`src/rtl/z80_irq_timer_if.sv`:
```
// CPU-side bus of the interrupt timer: strobes, register select, data and interrupt lines.
// The master modport drives the peripheral; the slave modport is the timer itself.
interface z80_irq_timer_if;
    logic       n_wr;
    logic       n_rd;
    logic [1:0] regAddr;
    logic [7:0] dataIn;
    logic [7:0] dataOut;
    logic [1:0] n_irqIn;
    logic       n_int;
    logic       tick;

    modport master (
        output n_wr, n_rd, regAddr, dataIn, n_irqIn,
        input  dataOut, n_int, tick
    );

    modport slave (
        input  n_wr, n_rd, regAddr, dataIn, n_irqIn,
        output dataOut, n_int, tick
    );
endinterface

```
`src/rtl/z80_irq_timer.sv`:
```
// Periodic tick timer plus UART/display interrupt combiner feeding the Z80 int_n input.
// I/O registers: 0 CTRL, 1 STATUS, 2 RELOAD_LO, 3 RELOAD_HI.
module z80_irq_timer #(
    parameter int unsigned PRESCALE     = 25000,
    parameter logic [15:0] RESET_RELOAD = 16'd999
) (
    input  logic                  clk,
    input  logic                  reset,
    z80_irq_timer_if.slave        io_bus
);
    localparam logic [15:0] PresLast = 16'(PRESCALE - 1);

    logic        r_nwr;
    logic        r_nrd;
    logic [3:0]  r_ctrl;
    logic [15:0] r_reload;
    logic [15:0] r_count;
    logic [15:0] r_presc;
    logic        r_tf;
    logic [1:0]  r_req_s1;
    logic [1:0]  r_req_s2;
    logic        r_nint;
    logic        r_tick;

    logic [3:0]  w_ctrl_nxt;
    logic [15:0] w_reload_nxt;
    logic [15:0] w_count_nxt;
    logic [15:0] w_presc_nxt;
    logic        w_tf_nxt;
    logic        w_wr;
    logic        w_rd_rise;
    logic        w_reload_now;
    logic        w_tick_en;
    logic        w_expire;
    logic        w_irq;
    logic [7:0]  w_rdata;

    // Strobes are edge-detected against their registered copies so a long strobe acts once.
    assign w_wr         = r_nwr & ~io_bus.n_wr;
    assign w_rd_rise    = ~r_nrd & io_bus.n_rd & (io_bus.regAddr == 2'd1);
    assign w_reload_now = w_wr & (io_bus.regAddr == 2'd0) & io_bus.dataIn[7];
    assign w_tick_en    = r_ctrl[0] & (r_presc == PresLast);
    assign w_expire     = w_tick_en & (r_count == 16'd0);
    assign w_irq        = (r_tf & r_ctrl[1]) | (r_req_s2[0] & r_ctrl[2]) | (r_req_s2[1] & r_ctrl[3]);

    always_comb begin
        w_ctrl_nxt   = r_ctrl;
        w_reload_nxt = r_reload;
        if (w_wr) begin
            case (io_bus.regAddr)
                2'd0:    w_ctrl_nxt          = io_bus.dataIn[3:0];
                2'd2:    w_reload_nxt[7:0]   = io_bus.dataIn;
                2'd3:    w_reload_nxt[15:8]  = io_bus.dataIn;
                default: ;
            endcase
        end

        w_count_nxt = r_count;
        if (w_reload_now || w_expire) begin
            w_count_nxt = w_reload_nxt;
        end else if (w_tick_en) begin
            w_count_nxt = r_count - 16'd1;
        end

        // Prescaler restarts from 0 on start, stop, forced reload and every completed tick.
        w_presc_nxt = 16'd0;
        if (r_ctrl[0] && w_ctrl_nxt[0] && !w_reload_now && !w_tick_en) begin
            w_presc_nxt = r_presc + 16'd1;
        end

        // An expiry on the same clk as the clearing read leaves the flag set.
        w_tf_nxt = r_tf;
        if (w_expire) begin
            w_tf_nxt = 1'b1;
        end else if (w_rd_rise) begin
            w_tf_nxt = 1'b0;
        end
    end

    always_comb begin
        w_rdata = 8'h00;
        unique case (io_bus.regAddr)
            2'd0: w_rdata = {4'b0000, r_ctrl};
            2'd1: w_rdata = {5'b00000, r_req_s2[1], r_req_s2[0], r_tf};
            2'd2: w_rdata = r_reload[7:0];
            2'd3: w_rdata = r_reload[15:8];
        endcase
    end

    // r_nwr resets low so a strobe already in progress at reset release is not taken as a write.
    always_ff @(posedge clk or posedge reset) begin
        if (reset) begin
            r_nwr    <= 1'b0;
            r_nrd    <= 1'b1;
            r_ctrl   <= 4'h0;
            r_reload <= RESET_RELOAD;
            r_count  <= RESET_RELOAD;
            r_presc  <= 16'd0;
            r_tf     <= 1'b0;
            r_req_s1 <= 2'b00;
            r_req_s2 <= 2'b00;
            r_nint   <= 1'b1;
            r_tick   <= 1'b0;
        end else begin
            r_nwr    <= io_bus.n_wr;
            r_nrd    <= io_bus.n_rd;
            r_ctrl   <= w_ctrl_nxt;
            r_reload <= w_reload_nxt;
            r_count  <= w_count_nxt;
            r_presc  <= w_presc_nxt;
            r_tf     <= w_tf_nxt;
            r_req_s1 <= ~io_bus.n_irqIn;
            r_req_s2 <= r_req_s1;
            r_nint   <= ~w_irq;
            r_tick   <= w_expire;
        end
    end

    assign io_bus.dataOut = w_rdata;
    assign io_bus.n_int   = r_nint;
    assign io_bus.tick    = r_tick;
endmodule

```
`src/flat_wrapper.sv`:
```
// flat-port wrapper written by rule: the top's interface ports become plain ports
module z80_irq_timer_flat 
#(
    parameter int unsigned PRESCALE     = 25000,
    parameter logic [15:0] RESET_RELOAD = 16'd999
)
  (clk, reset, io_bus_n_wr, io_bus_n_rd, io_bus_regAddr, io_bus_dataIn, io_bus_n_irqIn, io_bus_dataOut, io_bus_n_int, io_bus_tick);
  z80_irq_timer_if io_bus_i ();
  input  logic clk;
  input  logic reset;
  input wire logic [$bits(io_bus_i.n_wr)-1:0] io_bus_n_wr;
  input wire logic [$bits(io_bus_i.n_rd)-1:0] io_bus_n_rd;
  input wire logic [$bits(io_bus_i.regAddr)-1:0] io_bus_regAddr;
  input wire logic [$bits(io_bus_i.dataIn)-1:0] io_bus_dataIn;
  input wire logic [$bits(io_bus_i.n_irqIn)-1:0] io_bus_n_irqIn;
  output wire logic [$bits(io_bus_i.dataOut)-1:0] io_bus_dataOut;
  output wire logic [$bits(io_bus_i.n_int)-1:0] io_bus_n_int;
  output wire logic [$bits(io_bus_i.tick)-1:0] io_bus_tick;
  assign io_bus_i.n_wr = io_bus_n_wr;
  assign io_bus_i.n_rd = io_bus_n_rd;
  assign io_bus_i.regAddr = io_bus_regAddr;
  assign io_bus_i.dataIn = io_bus_dataIn;
  assign io_bus_i.n_irqIn = io_bus_n_irqIn;
  assign io_bus_dataOut = io_bus_i.dataOut;
  assign io_bus_n_int = io_bus_i.n_int;
  assign io_bus_tick = io_bus_i.tick;
  z80_irq_timer #(.PRESCALE(PRESCALE), .RESET_RELOAD(RESET_RELOAD)) u_core (.clk(clk), .reset(reset), .io_bus(io_bus_i));
endmodule
```
`config.mk`:
```
export PLATFORM = sky130hd
export DESIGN_NAME = z80_irq_timer_flat
export DESIGN_NICKNAME = d
export VERILOG_FILES = /design/src/rtl/z80_irq_timer_if.sv /design/src/rtl/z80_irq_timer.sv /design/src/flat_wrapper.sv
export SDC_FILE = /design/constraint.sdc
export NUM_CORES = 1
export LEC_CHECK = 0
export ABC_AREA = 1
export ABC_CLOCK_PERIOD_IN_PS = 1840
export CAP_MARGIN = 15
export CORE_MARGIN = 8
export CORE_UTILIZATION = 35
export CTS_BUF_LIST = sky130_fd_sc_hd__clkbuf_2 sky130_fd_sc_hd__clkbuf_4 sky130_fd_sc_hd__clkbuf_8
export CTS_CLUSTER_DIAMETER = 40
export CTS_CLUSTER_SIZE = 28
export DETAILED_ROUTE_END_ITERATION = 8
export HOLD_SLACK_MARGIN = 0.06
export PLACE_DENSITY = 0.55
export SYNTH_ARGS = -nofsm -noshare
export SYNTH_HDL_FRONTEND = slang
export SYNTH_SLANG_ARGS = --single-unit
```
`constraint.sdc`:
```
create_clock -name clk -period 1.84 [get_ports clk]
set_input_delay 0.368 -clock clk [delete_from_list [all_inputs] [get_ports clk]]
set_output_delay 0.368 -clock clk [all_outputs]
set_load 0.05 [all_outputs]
```
After elaboration in Yosys (flattened, before gate mapping)
Cells that the tools add are included.
- register bits: 61
- latch bits: 0
- bits in writable memories: 0
- bits in read-only memories: 0
- output and inout port bits: 10
- logic and storage cells: 56
- memories kept: 0
- add/subtract/negate cells: 2
- multiply operators: 0
- div/mod/pow operators: 0
- order comparisons: 0
- equality and inequality tests: 4
- shift operators: 0
- mux-type cells: 11
- bitwise gates (word level): 16
- reductions and logical operators: 11
- operator list (kind ; number):
    16-bit two-way mux ; 4
    8-bit one-hot mux with 4 select lines ; 1
    16-bit by 1-bit adder with 16-bit output (second input constant) ; 1
    16-bit by 15-bit equality test with 1-bit output (second input constant) ; 1
    16-bit zero test ; 1
    8-bit two-way mux ; 2
    16-bit by 1-bit subtractor with 16-bit output (second input constant) ; 1
    1-bit bitwise AND ; 10
    2-bit equality test (second input constant) ; 2
    1-bit two-way mux ; 4
    2-bit nonzero test ; 2
    1-bit logical AND ; 3
    1-bit NOT ; 3
    2-bit by 1-bit equality test with 1-bit output (second input constant) ; 1
    1-bit zero test ; 2
    2-bit zero test ; 1
    2-bit NOT ; 1
    1-bit OR ; 2
    2-bit AND reduction ; 1
    1-bit logical OR ; 1

Depth between registers and ports, before layout
- depth in word-level cells: 8
- gate-level depth with buffers: 12

Least setup slack after synthesis
OpenSTA, ideal clock, no wires.
- kind: reg-to-output
- from: register u_core.r_reload[0]
- to: output port io_bus_dataOut[0]
- data arrival time: 1.373 ns
- required time: 1.472 ns
- setup slack: 0.099 ns
- cell stages (with the launch flop): 3
- path through: dfstp_2 > inv_1 > o2111ai_1
- longest elaborated chain between the ends: 1
- RTL lines (item ; line ; source):
    start, declared ; z80_irq_timer.sv:16 ; logic [15:0] r_reload;
    start signal, assigned ; z80_irq_timer.sv:108 ; r_reload <= w_reload_nxt;
    8-bit one-hot mux with 4 select lines ; z80_irq_timer.sv:82 ; unique case (io_bus.regAddr)
    end, declared ; flat_wrapper.sv:16 ; output wire logic [$bits(io_bus_i.dataOut)-1:0] io_bus_dataOut;
No other way between the ends.

Worst setup path after layout
Same ends and word-level chain as after synthesis.

==> results.sh <==
export IMPL_cts_root_buffer="clkbuf_8"
export IMPL_nets=549
export IMPL_synth_ff_latch_count=61
export IMPL_fin_crit_sh_pct=97.3
export IMPL_tightest_slew_ns=0.378
export IMPL_final_util_pct=45.0
export IMPL_hold_violations=0
export IMPL_syn_avg_cell_area_sq_um=7.24
export IMPL_core_sq_um=9640
export IMPL_synthCells=475
export IMPL_num_vias=3156
export IMPL_startpoint_type="register"
export IMPL_die_y_microns=115
export IMPL_antenna_cells=0
export IMPL_drt_iter0_markers=209
export IMPL_grt_total_usage_pct=14.5
export IMPL_run_status="finished, final reports clean"
export IMPL_slew_headroom_pct=74.7
export IMPL_clk_pin_slew_ns=0.08
export IMPL_hold_buffers=0
export IMPL_multi_input_area_sq_um=1630
export IMPL_gp_congestion=0.886
export IMPL_synth_warnings=0
export IMPL_fillerInstances=1009
export IMPL_syn_cell_area_sq_um=3440
export IMPL_drc=0
export IMPL_clock_skew_ns=0.00796
export IMPL_final_area_sq_um=4340
export IMPL_grt_pass1_vias=3203
export IMPL_power_density_nw_per_um2=946
export IMPL_peakVddDrop_v=0.000494
export IMPL_postRouteAntennaNets=0
export IMPL_period_minus_slack_ns=1.79
export IMPL_setup_viol_count_final=0
export IMPL_ys_types=32
export IMPL_cp_slowest_cell="dfstp_2"
export IMPL_cp_cell_sequence="inv_1 > o2111ai_1 > buf_12"
export IMPL_grt_pass1_wl_microns=15400
export IMPL_post_drt_wl_per_cell_microns=12.9
export IMPL_worst_ep_required_time_ns=1.47
export IMPL_max_freq_mhz=558
export IMPL_clk_path_buf_depth=2
export IMPL_drv_slew=0
export IMPL_cts_tree="yes"
export IMPL_p_leak_nw=1.97
export IMPL_cts_max_level=3
export IMPL_worstPathMaxFanout=2
export IMPL_power_mw=4.10
export IMPL_port_buffers=25
export IMPL_drt_wl_total_microns=8660
export IMPL_cts_buffers=9
export IMPL_worstSetupPathType="reg2out"
export IMPL_clock_sink_count=61
export IMPL_num_rows=36
export IMPL_insertion_delay_ns=0.35
export IMPL_antenna_found_initial=0
export IMPL_crit_path_max_incr_delay_ns=0.53
export IMPL_grt_max_degree=62
export IMPL_dieArea_sq_um=13200
export IMPL_hold_worst_slack_ns=0.358
export IMPL_drt_first_pass_iters=4
export IMPL_layout_commonest_cell="nand2_1"
export IMPL_cp_end_kind="output pin"
export IMPL_hold_path_class="reg2reg"
export IMPL_postPlaceCellArea_sq_um=4120
export IMPL_rsz0062_at_grt="false"
export IMPL_start_util_pct=35.7
export IMPL_synth_seq_area_share_pct=45.1
export IMPL_syn_to_final_growth_pct=26.2
export IMPL_die_w_microns=115
export IMPL_r2r_slack_ns=0.15
export IMPL_grt_overflow_total=0
export IMPL_cp_arrival_ns=1.42
export IMPL_ioPinCount=26
export IMPL_seqCellArea_sq_um=1550
export IMPL_tns_ns=0
export IMPL_drive_above_1_share_pct=20.0
export IMPL_synth_fp_nets=493
export IMPL_dp_hpwl_microns=6440
export IMPL_cap_violations=0
export IMPL_layout_common_cells="nand2_1, nor2_1, nand3_1, inv_1, dfrtp_1"
export IMPL_vias_per_cell=4.72
final cells by class:
type,count,share of cell area (%)
timing repair buffer,54,13.0
inverter,60,5.28
clock buffer,9,2.86
sequential,61,35.7
clock inverter,7,1.73
multi-input combinational,345,37.5
tap,133,3.84
synthesized netlist by cell type:
cell type,instances,area share (%)
nand3_1,52,7.6
nand2_1,145,16
nor3_1,7,1.0
nor3_2,3,0.87
nor3b_1,2,0.44
nor2_4,2,0.66
a21oi_1,11,1.6
inv_2,13,1.4
ha_1,2,0.73
nand2_2,4,0.73
nand4_2,1,0.36
xor2_1,4,1.0
buf_4,1,0.22
nor2_1,65,7.1
clkbuf_1,2,0.22
nand4_1,7,1.3
nor2_2,4,0.73
xnor2_1,2,0.51
a22o_1,5,1.3
o21ai_2,1,0.25
o21ai_0,9,1.3
nand3_4,1,0.51
nand2_4,1,0.33
o2111ai_1,1,0.25
nand3b_1,2,0.44
dfrtp_1,43,31
buf_6,1,0.33
buf_2,5,0.73
inv_1,47,5.1
o21ai_1,13,1.9
a31oi_1,1,0.18
dfstp_2,18,14
stage by stage:
| stage | setup slack (ns) | std cells |
|---|---|---|
| final | 0.0491 | 669 |
| after global routing | 0.00288 | 669 |
| after CTS | 0.0322 | 669 |
| after detailed placement | -0.126 | 653 |
| after global placement | -0.130 | 653 |
| after floorplan | 0.0992 | 475 |
per-layer routing:
metal  track usage [%]  up-vias  share of wire [%]
met2              22.4       74                 46
met5                 0        -                  0
met3              4.10        9                5.1
met4              4.47        0                1.5
li1                  -     1625                  -
met1              19.1     1448                 48
power by group:
group / internal (mW) / switching [mW] / total [mW] / leakage (nW)
Combinational: 0.465 / 0.646 / 1.11 / 1.13
Sequential: 1.58 / 0.182 / 1.76 / 0.753
Clock: 0.629 / 0.599 / 1.23 / 0.0918
Total: 2.68 / 1.43 / 4.10 / 1.97
critical path: cells and delay by family (launching register included):
family,cells,cell delay (ns)
AOI/OAI and AO/OA,1,0.32
DFF,1,0.53
buffers and inverters,2,0.23
final timing paths:
path                                     from            endpoint  cells after the start
min in group asynchronous               reset  u_core.r_req_s2[1]                      3
hold reg to reg            u_core.r_req_s1[1]  u_core.r_req_s2[1]                      0
max in group asynchronous               reset   u_core.r_count[6]                      3
setup reg to reg            u_core.r_count[0]  u_core.r_count[10]                     10
setup / recovery           u_core.r_reload[0]   io_bus_dataOut[0]                      3
hold / removal             u_core.r_req_s1[1]  u_core.r_req_s2[1]                      0
logic make-up after synthesis:
| kind of cell | Yosys count | synth area share, % |
|---|---|---|
| buf+inv | 69 | 8.05 |
| simple gates | 296 | 37.9 |
| compound gates | 41 | 6.77 |
| flops | 61 | 45.1 |
| fa+ha+maj | 2 | 0.728 |
| xor+xnor | 6 | 1.53 |
flip-flops by register name, summed over array words and instances, names as in the netlist:
register             cells
u_core.r_reload         16
u_core.r_req_s1          2
u_core.r_tf              1
u_core.r_count          16
u_core.r_presc          16
u_core.r_nwr             1
u_core.io_bus.tick       1
u_core.r_ctrl            4
u_core.r_req_s2          2
u_core.r_nrd             1
u_core.io_bus.n_int      1
timing repair:
| action | CTS | global route |
|---|---|---|
| gates resized for setup | 3 | 3 |
| buffers inserted | 0 | 0 |
| hold endpoints to repair | 0 | 0 |
| pin swaps | 1 | 0 |
| setup endpoints to repair | 8 | 13 |
Note: power is estimated with default switching activity, not from simulation.
